<file path="src/rtl/trace_pkg.sv">
// Shared definitions for the commit-trace observer: FSM encodings, record kinds
// and record geometry.
package trace_pkg;

    typedef enum logic [1:0] {
        ST_IDLE   = 2'd0,
        ST_RUN    = 2'd1,
        ST_POST   = 2'd2,
        ST_FROZEN = 2'd3
    } state_e;

    localparam logic REC_REG = 1'b0;
    localparam logic REC_MEM = 1'b1;

    localparam int ADDR_W = 32;
    localparam int DATA_W = 32;

    // Record layout, MSB first: {kind, timestamp, address, data}.
    function automatic int rec_width(input int ts_w);
        return 1 + ts_w + ADDR_W + DATA_W;
    endfunction

endpackage

</file>
<file path="src/rtl/trace_fifo.sv">
// Synchronous FIFO with two ordered write ports, one show-ahead read port and a
// free-slot count that the producer uses to decide how many records fit.
module trace_fifo #(
    parameter int DEPTH = 16,
    parameter int W     = 81
) (
    input  logic                         clk,
    input  logic                         reset,
    input  logic                         i_wr0_en,
    input  logic [W-1:0]                 i_wr0_data,
    input  logic                         i_wr1_en,
    input  logic [W-1:0]                 i_wr1_data,
    input  logic                         i_rd_en,
    output logic [W-1:0]                 o_rd_data,
    output logic                         o_empty,
    output logic [$clog2(DEPTH):0]       o_free
);

    localparam int AW    = $clog2(DEPTH);
    localparam int PTR_W = AW + 1;

    logic [W-1:0]     r_mem [DEPTH];
    logic [PTR_W-1:0] r_wr;
    logic [PTR_W-1:0] r_rd;
    logic [PTR_W-1:0] w_used;
    logic [PTR_W-1:0] w_wr1_ptr;
    logic [1:0]       w_wr_inc;
    logic             w_full;
    logic             w_rd_fire;

    assign w_used    = r_wr - r_rd;
    assign w_full    = (r_wr[AW] != r_rd[AW]) && (r_wr[AW-1:0] == r_rd[AW-1:0]);
    assign o_empty   = (r_wr == r_rd);
    assign o_free    = w_full ? '0 : (PTR_W'(DEPTH) - w_used);
    assign w_wr1_ptr = r_wr + PTR_W'(1);
    assign w_wr_inc  = {1'b0, i_wr0_en} + {1'b0, i_wr1_en};
    assign w_rd_fire = i_rd_en && !o_empty;

    // Empty FIFO presents zeros so the consumer never sees stale storage.
    assign o_rd_data = o_empty ? '0 : r_mem[r_rd[AW-1:0]];

    // NOTE: storage has no reset; validity is carried entirely by the pointers,
    // so clearing the pointers is enough and keeps the array as plain RAM.
    always_ff @(posedge clk) begin
        if (i_wr0_en) r_mem[r_wr[AW-1:0]]      <= i_wr0_data;
        if (i_wr1_en) r_mem[w_wr1_ptr[AW-1:0]] <= i_wr1_data;
    end

    // NOTE: sequential state uses non-blocking assignments so every register
    // samples pre-edge values regardless of block ordering.
    always_ff @(posedge clk or negedge reset) begin
        if (!reset) begin
            r_wr <= '0;
            r_rd <= '0;
        end else begin
            r_wr <= r_wr + PTR_W'(w_wr_inc);
            r_rd <= r_rd + PTR_W'(w_rd_fire);
        end
    end

endmodule

</file>
<file path="src/rtl/wb_commit_trace.sv">
// Commit observer for the pipelined MIPS core: timestamps WB register writes and
// MEM stores, buffers them in order and drains them over a valid/ready port.
module wb_commit_trace
    import trace_pkg::*;
#(
    parameter int DEPTH     = 16,
    parameter int TS_W      = 16,
    parameter int POST_TRIG = 4
) (
    input  logic            clk,
    input  logic            reset,
    input  logic            enable,
    input  logic            trig_en,
    input  logic [31:0]     trig_pc,
    input  logic [31:0]     PC_out,
    input  logic            RegWriteWB,
    input  logic [4:0]      WriteRegister,
    input  logic [31:0]     WriteData,
    input  logic            MemWriteMEM,
    input  logic [31:0]     AddressMEM,
    input  logic [31:0]     StoreDataMEM,
    output logic            rec_valid,
    input  logic            rec_ready,
    output logic            rec_kind,
    output logic [TS_W-1:0] rec_ts,
    output logic [31:0]     rec_addr,
    output logic [31:0]     rec_data,
    output logic [1:0]      state,
    output logic [7:0]      drop_cnt
);

    localparam int REC_W   = rec_width(TS_W);
    localparam int PTR_W   = $clog2(DEPTH) + 1;
    localparam int PC_BITS = $clog2(POST_TRIG + 1);
    localparam int PC_W    = (PC_BITS < 2) ? 2 : PC_BITS;

    state_e           r_state;
    state_e           w_state_nxt;
    logic [TS_W-1:0]  r_ts;
    logic [7:0]       r_drop;
    logic [PC_W-1:0]  r_post;
    logic [PC_W-1:0]  w_post_nxt;

    logic             w_capture;
    logic             w_reg_ev;
    logic             w_mem_ev;
    logic [REC_W-1:0] w_reg_rec;
    logic [REC_W-1:0] w_mem_rec;
    logic             w_wr0_en;
    logic             w_wr1_en;
    logic [REC_W-1:0] w_wr0_data;
    logic [REC_W-1:0] w_rd_data;
    logic             w_empty;
    logic             w_pop;
    logic [PTR_W-1:0] w_free;
    logic [PTR_W-1:0] w_room;
    logic [1:0]       w_n_push;
    logic [1:0]       w_n_drop;
    logic [8:0]       w_drop_sum;

    assign w_capture = (r_state == ST_RUN) || (r_state == ST_POST);
    assign w_reg_ev  = w_capture && RegWriteWB && (WriteRegister != 5'd0);
    assign w_mem_ev  = w_capture && MemWriteMEM;
    assign w_reg_rec = {REC_REG, r_ts, {27'b0, WriteRegister}, WriteData};
    assign w_mem_rec = {REC_MEM, r_ts, AddressMEM, StoreDataMEM};

    // A pop at this edge frees its slot for this edge's push, so a full FIFO
    // being drained does not drop.
    assign w_pop  = rec_valid && rec_ready;
    assign w_room = w_free + PTR_W'(w_pop);

    // NOTE: every always_comb output gets a default first, so no path can
    // leave a signal unassigned and infer a latch.
    always_comb begin
        w_wr0_en   = 1'b0;
        w_wr1_en   = 1'b0;
        w_wr0_data = w_reg_rec;
        w_n_push   = 2'd0;
        w_n_drop   = 2'd0;
        if (w_reg_ev && w_mem_ev) begin
            if (w_room >= PTR_W'(2)) begin
                w_wr0_en = 1'b1;
                w_wr1_en = 1'b1;
                w_n_push = 2'd2;
            end else if (w_room == PTR_W'(1)) begin
                w_wr0_en = 1'b1;
                w_n_push = 2'd1;
                w_n_drop = 2'd1;
            end else begin
                w_n_drop = 2'd2;
            end
        end else if (w_reg_ev || w_mem_ev) begin
            w_wr0_data = w_reg_ev ? w_reg_rec : w_mem_rec;
            if (w_room != '0) begin
                w_wr0_en = 1'b1;
                w_n_push = 2'd1;
            end else begin
                w_n_drop = 2'd1;
            end
        end
    end

    always_comb begin
        w_state_nxt = r_state;
        w_post_nxt  = r_post;
        case (r_state)
            ST_IDLE: begin
                if (enable) w_state_nxt = ST_RUN;
            end
            ST_RUN: begin
                if (!enable) begin
                    w_state_nxt = ST_IDLE;
                end else if (trig_en && (PC_out == trig_pc)) begin
                    w_state_nxt = ST_POST;
                    w_post_nxt  = PC_W'(POST_TRIG);
                end
            end
            ST_POST: begin
                if (!enable) begin
                    w_state_nxt = ST_IDLE;
                    w_post_nxt  = '0;
                end else if (r_post <= PC_W'(w_n_push)) begin
                    w_state_nxt = ST_FROZEN;
                    w_post_nxt  = '0;
                end else begin
                    w_post_nxt = r_post - PC_W'(w_n_push);
                end
            end
            ST_FROZEN: begin
                if (!enable && w_empty) w_state_nxt = ST_IDLE;
            end
            default: w_state_nxt = ST_IDLE;
        endcase
    end

    assign w_drop_sum = {1'b0, r_drop} + 9'(w_n_drop);

    always_ff @(posedge clk or negedge reset) begin
        if (!reset) begin
            r_state <= ST_IDLE;
            r_ts    <= '0;
            r_drop  <= '0;
            r_post  <= '0;
        end else begin
            r_state <= w_state_nxt;
            r_ts    <= r_ts + TS_W'(1);
            r_drop  <= w_drop_sum[8] ? 8'hFF : w_drop_sum[7:0];
            r_post  <= w_post_nxt;
        end
    end

    trace_fifo #(
        .DEPTH (DEPTH),
        .W     (REC_W)
    ) u_fifo (
        .clk        (clk),
        .reset      (reset),
        .i_wr0_en   (w_wr0_en),
        .i_wr0_data (w_wr0_data),
        .i_wr1_en   (w_wr1_en),
        .i_wr1_data (w_mem_rec),
        .i_rd_en    (rec_ready),
        .o_rd_data  (w_rd_data),
        .o_empty    (w_empty),
        .o_free     (w_free)
    );

    assign rec_valid = !w_empty;
    assign {rec_kind, rec_ts, rec_addr, rec_data} = w_rd_data;
    assign state     = r_state;
    assign drop_cnt  = r_drop;

endmodule

</file>
<file path="config.mk">
export PLATFORM = sky130hd
export DESIGN_NAME = wb_commit_trace
export DESIGN_NICKNAME = d
export VERILOG_FILES = /design/src/rtl/trace_pkg.sv /design/src/rtl/trace_fifo.sv /design/src/rtl/wb_commit_trace.sv
export SDC_FILE = /design/constraint.sdc
export NUM_CORES = 2
export LEC_CHECK = 0
export CORE_UTILIZATION = 45
export DETAILED_ROUTE_END_ITERATION = 6
export SYNTH_ARGS = -nofsm -noshare
export SYNTH_HDL_FRONTEND = slang
export SYNTH_SLANG_ARGS = --single-unit
</file>
<file path="constraint.sdc">
create_clock -name clk -period 6.2 [get_ports clk]
set_input_delay 1.24 -clock clk [delete_from_list [all_inputs] [get_ports clk]]
set_output_delay 1.24 -clock clk [all_outputs]
set_load 0.02 [all_outputs]
</file>
== Word-level counts from Yosys, hierarchy flattened ==
Memory sizes are Yosys's and may differ from the RTL's.
Index checks and enable logic that the tools add are counted.
Cells by class
  add/sub/neg operators: 10
  magnitude comparators: 2
  equality and inequality tests: 14
  mux-type cells: 39
  reductions and logical operators: 18
Operators with widths (count)
  $mux W81: 4
  $eq A32 B32 Y1: 1
  $mux W2: 11
  $add A16 B1 Y16 const B: 1
  $mux W1: 16
  $mux W3: 4
  $add A5 B1 Y5: 2
  $reduce_bool A5 Y1: 2
  $add A8 B2 Y9: 1
  $logic_and A1 B1 Y1: 8
  $mux W8: 1
  $pmux W2 S4: 1
  $ne A2 B2 Y1 const B: 3
  $ne A3 B2 Y1 const B: 2
  $pmux W3 S2: 1
  $add A5 B2 Y5: 1
  $eq A5 B1 Y1 const B: 1
  $eq A5 B5 Y1: 1
  $ge A5 B2 Y1 const B: 1
  $mux W5: 1
  $sub A5 B5 Y5: 1
  $sub A5 B5 Y5 const A: 1
  $add A4 B1 Y4 const B: 1
  $eq A2 B2 Y1 const B: 2
  13 further kinds: 15
Storage, ports and cells
  flip-flop bits (word level): 39
  bits in writable memories: 1296
  bits of input ports: 172
  output and inout bits: 92
  word-level logic and storage cells: 90
  memories kept: 1
Memory list
  u_fifo.r_mem: depth 16, width 81, rd ports 1, clocked after memory_dff 0, write ports 2, line trace_fifo.sv:22  | logic [W-1:0] r_mem [DEPTH];

== Longest topological paths before layout ==
  depth in word-level cells: 12
  depth in mapped cells: 24

== Cells and area by module ==
A second synthesis with hierarchy kept.
Unflattened totals
  cell total of the unflattened synthesis: 4152
  area, all modules: 68891.1 um2
Modules (own cells, without submodules)
  trace_fifo: instances 1, cells an instance 3848, area an instance 65958.3 um2, seq. area each 39167.6 um2
  wb_commit_trace: instances 1, cells an instance 304, area an instance 2932.8 um2, seq. area each 725.7 um2

== Worst setup path after synthesis ==
No wires, ideal clock.
  kind: reg2reg
  from: register u_fifo.r_rd[0]
  to: memory u_fifo.r_mem[1][0] (enable)
  library setup time: 0.441 ns
  arrival time: 5.520 ns
  path slack: 0.239 ns
  cell stages (with the launch flop): 18
  path buffers: 5
  cells stage by stage: dfrtp_1 clkbuf_1 buf_2 buf_1 inv_1 ha_1 nand4_1 nand2b_1 and2_1 ha_1 nand2_1 nor2_1 xor3_1 o21ai_1 buf_2 nand3_1 clkbuf_1 nand2_1
RTL lines
  from (decl): line trace_fifo.sv:24  | logic [PTR_W-1:0] r_rd;
  from (signal assigned): line trace_fifo.sv:57  | r_rd <= r_rd + PTR_W'(w_rd_fire);
  to (decl): line trace_fifo.sv:22

== Worst setup path after layout ==
  from: register u_fifo.r_rd[0]
  to: output port rec_data[9]
Between the ends
  longest elaborated chain between the ends: 2
  elaborated cells between the ends (all ways): 3
  classes of those cells: eq/ne: 1; mux: 1; memory: 1
Ends and longest elaborated chain
  $mem_v2 Z16 W81 / $eq A5 B5 Y1 (equally long branches)
  $mux W81 *: line trace_fifo.sv:40  | assign o_rd_data = o_empty ? '0 : r_mem[r_rd[AW-1:0]];
  to (decl): line wb_commit_trace.sv:27  | output logic [31:0] rec_data,
Mark *: on every way between the ends. The rest lies on a longest branch, timed or not.

==> impl_metrics.toml <==
[critical_path]
startpoint_type = "register"
critPathSlowestCell = "buf_4"
crit_buf_inv = 3
critPathMaxFanout = 31
crit_arrival_ps = 4500
critPathKind = "reg2out"
cp-end-kind = "primary output"
required_ps = 4960
cp_top_family = "buffers and inverters"
worstPathCellList = "buf_4 -> buf_4 -> mux4_2 -> mux4_2 -> and2_1 -> clkdlybuf4s50_1"
slowest_delay_ps = 650

[routing]
dr.pass1.iters = 6
wl_per_cell_um = 34.4
first_iter_violations = 5510
routed_via_density = 6.58
drc = 0
vias = 40000
routed_wl_um = 209000
detail-route-antenna-nets = 0

[synthesis]
synthFlopType = "edfxtp_1"
synth_area_um2 = 64100
synth_xor_area_frac = 0.00956
synth_edf_count = 1280
synth_top_family_by_area = "multiplexers"
synth_nets = 4222
yosys.area_share.simple = 0.0666
synth_area_per_cell_um2 = 15.9
synthAdderAreaFrac = 0.00535
synth_warnings = 0
ys_async_sr_fraction = 0.0292
ys_types = 56
synthCells = 4025
synth_compound_area_frac = 0.121
yosysSeqAreaShare = 0.620
synth.area.mux_share = 0.143
ys_seq_elements = 1335

[timing]
holdWs_ps = 455
timing.slew.headroom = 0.153
final.setup.worst_slack_ps = 460
setup_tns_ps = 0
maxClockFrequency_ghz = 0.174
drv_slew = 0
finClkSkew_ps = 27.1
setup_viol_count_final = 0
min_period_over_period = 0.926
hold_viol = 0
finalCriticalPeriod_ps = 5740
rsz0062_at_grt = "no"
worst_pin_slew_ps = 1260

[global_routing]
track_usage = 0.288
grt_pass1_vias = 40100
grt_pass1_wl_um = 298000
grt_remaining_overflow = 0
grt_antenna_before_repair = 22
grt_max_degree = 141

[floorplanning]
num_io_pins = 264
die_w_um = 380
fp.dieH_um = 380
coreArea_um2 = 141000
rows = 138
start_util = 0.454
die_area_um2 = 144000

[clock_network]
cts.clk_slew.worst_paths_ps = 60
cts_resized = 0
insertion_delay_ps = 810
cts_setup_buffers = 0
htreeDepth = 4
numCtsBuffers = 148
cts-root-buf = "clkbuf_16"
cts_buffer_depth = 3
cts_tree = "yes"
cts_num_sinks = 1335
ctsHoldBuffers = 0

[finish]
syn_to_final_growth_pct = 14.5
num-nets-final = 4256
final_cells = 6070
seq_area_um2 = 39700
multi_input_area_um2 = 22500
final_layout_size_suffix_gt1_frac = 0.197
fillers = 11400

[placed_design]
gp_congestion = 0.819
placedCellCount = 5799
port_buffers = 263
place_ws_ps = 916
post-dp-hpwl_um = 107000

[power]
ir_drop_mv = 0.649
finalPower_mw = 34.1
leakage_nw = 23.9
p_per_area_nw_per_um2 = 464

[flow_run]
drv_cap = 0

[min_path]
min_path_type = "reg2reg"

[status]
status = "finished, final reports clean"
path summary, 6_finish.rpt:
check	startpoint	to	slack, ps	cells after the start
hold / removal	u_fifo.r_mem[14][80]$_SDFFE_PP1N_	u_fifo.r_mem[14][80]$_SDFFE_PP1N_	460	1
setup reg to reg	u_fifo.r_wr[2]$_DFF_PN0_	u_fifo.r_mem[15][56]$_DFFE_PP_	1140	14
setup / recovery	u_fifo.r_rd[0]$_DFF_PN0_	rec_data[9]	460	6
max in group asynchronous	reset	u_fifo.r_rd[3]$_DFF_PN0_	5190	2
hold reg to reg	u_fifo.r_mem[14][80]$_SDFFE_PP1N_	u_fifo.r_mem[14][80]$_SDFFE_PP1N_	460	1
min in group asynchronous	reset	drop_cnt[7]$_DFF_PN0_	520	2
routing by layer:
metal / GRT usage / routed length (µm) / vias to the layer above
li1: - / - / 16100
met5: 0 / 161 / -
met3: 0.0681 / 21300 / 412
met1: 0.399 / 82900 / 21000
met4: 0.0860 / 5920 / 26
met2: 0.450 / 98400 / 2368
stage by stage:
| stage | instance area [µm²] | util |
|---|---|---|
| 2_1_floorplan | 64100 | - |
| 6_report | 73500 | 0.520 |
| 3_3_place_gp | 68700 | 0.486 |
| 5_1_grt | 73500 | 0.519 |
| 3_5_place_dp | 68700 | 0.486 |
| 4_1_cts | 73500 | 0.519 |
sequential cells by signal, indices dropped and copies added (netlist names):
register / count
u_fifo.r_mem: 1296
drop_cnt: 8
r_post: 3
u_fifo.r_wr: 5
u_fifo.r_rd: 5
r_ts: 16
state: 2
where the power goes:
| part | switching, mW | leakage [nW] | internal [mW] | total, mW |
|---|---|---|---|---|
| Sequential | 0.354 | 12.4 | 11.4 | 11.8 |
| Combinational | 7.75 | 9.15 | 5.86 | 13.6 |
| Clock | 3.76 | 2.29 | 4.96 | 8.72 |
| Total | 11.9 | 23.9 | 22.2 | 34.1 |
layout by cell type (no fill, tap or decap), drive strengths merged, types with 4 or more instances in the layout:
master and count:
a21boi 240, a21o 19, a21oi 34, a22o 463, a22oi 13, a32o 112, and2 519, and3 8
and4 9, buf 150, bufinv 11, clkbuf 192, clkdlybuf4s50 262, clkinv 51, clkinvlp 4, dfrtp 39
dfxtp 16, diode 5, edfxtp 1280, fa 4, ha 21, inv 26, mux4 405, nand2 68
nand2b 6, nand3 56, nand4 9, nor2 24, nor3 14, nor4 4, o21ai 7, o2bb2ai 24
xnor2 49, xor2 14
synth_stat cells (4+ instances only):
| cell | instances | area share |
|---|---|---|
| edfxtp_1 | 1280 | 0.60 |
| and2_1 | 519 | 0.051 |
| a22o_1 | 463 | 0.063 |
| mux4_2 | 405 | 0.14 |
| clkbuf_1 | 297 | 0.017 |
| a21boi_0 | 240 | 0.028 |
| buf_2 | 117 | 0.0091 |
| a32o_1 | 112 | 0.017 |
| buf_1 | 102 | 0.0060 |
| nand2_1 | 68 | 0.0040 |
| nand3_1 | 56 | 0.0044 |
| xnor2_1 | 47 | 0.0064 |
| dfrtp_1 | 39 | 0.015 |
| a21oi_1 | 33 | 0.0026 |
| nor2_1 | 23 | 0.0013 |
| ha_1 | 21 | 0.0041 |
| o2bb2ai_1 | 21 | 0.0029 |
| a21o_1 | 19 | 0.0022 |
| inv_1 | 17 | 0.00099 |
| dfxtp_1 | 16 | 0.0050 |
| xor2_1 | 14 | 0.0019 |
| a22oi_1 | 13 | 0.0015 |
| nor3_1 | 10 | 0.00078 |
| and4_1 | 9 | 0.0012 |
| buf_6 | 9 | 0.0016 |
| nand4_1 | 9 | 0.00088 |
| and3_1 | 8 | 0.00078 |
| nand2b_1 | 6 | 0.00059 |
| o21ai_0 | 5 | 0.00039 |
| fa_1 | 4 | 0.0012 |
| nor3_2 | 4 | 0.00062 |
cells by family (layout without fill, tap and decap cells):
family / after synthesis / in the layout
buf+inv: 546 / 696
fa+ha+maj: 25 / 25
xor+xnor: 65 / 65
simple gates: 725 / 725
flops: 1335 / 1335
mux: 409 / 409
other cells: 0 / 5
compound gates: 920 / 920
cell type report:
| type | instances | area share |
|---|---|---|
| Timing Repair Buffer | 412 | 0.0551 |
| Clock inverter | 74 | 0.0108 |
| Clock buffer | 192 | 0.0535 |
| Antenna cell | 5 | 0.000170 |
| Inverter | 18 | 0.000920 |
| Multi-Input combinational cell | 2144 | 0.306 |
| Tap cell | 1890 | 0.0322 |
| Sequential cell | 1335 | 0.541 |
No activity file was read; power rests on OpenSTA's default activity.
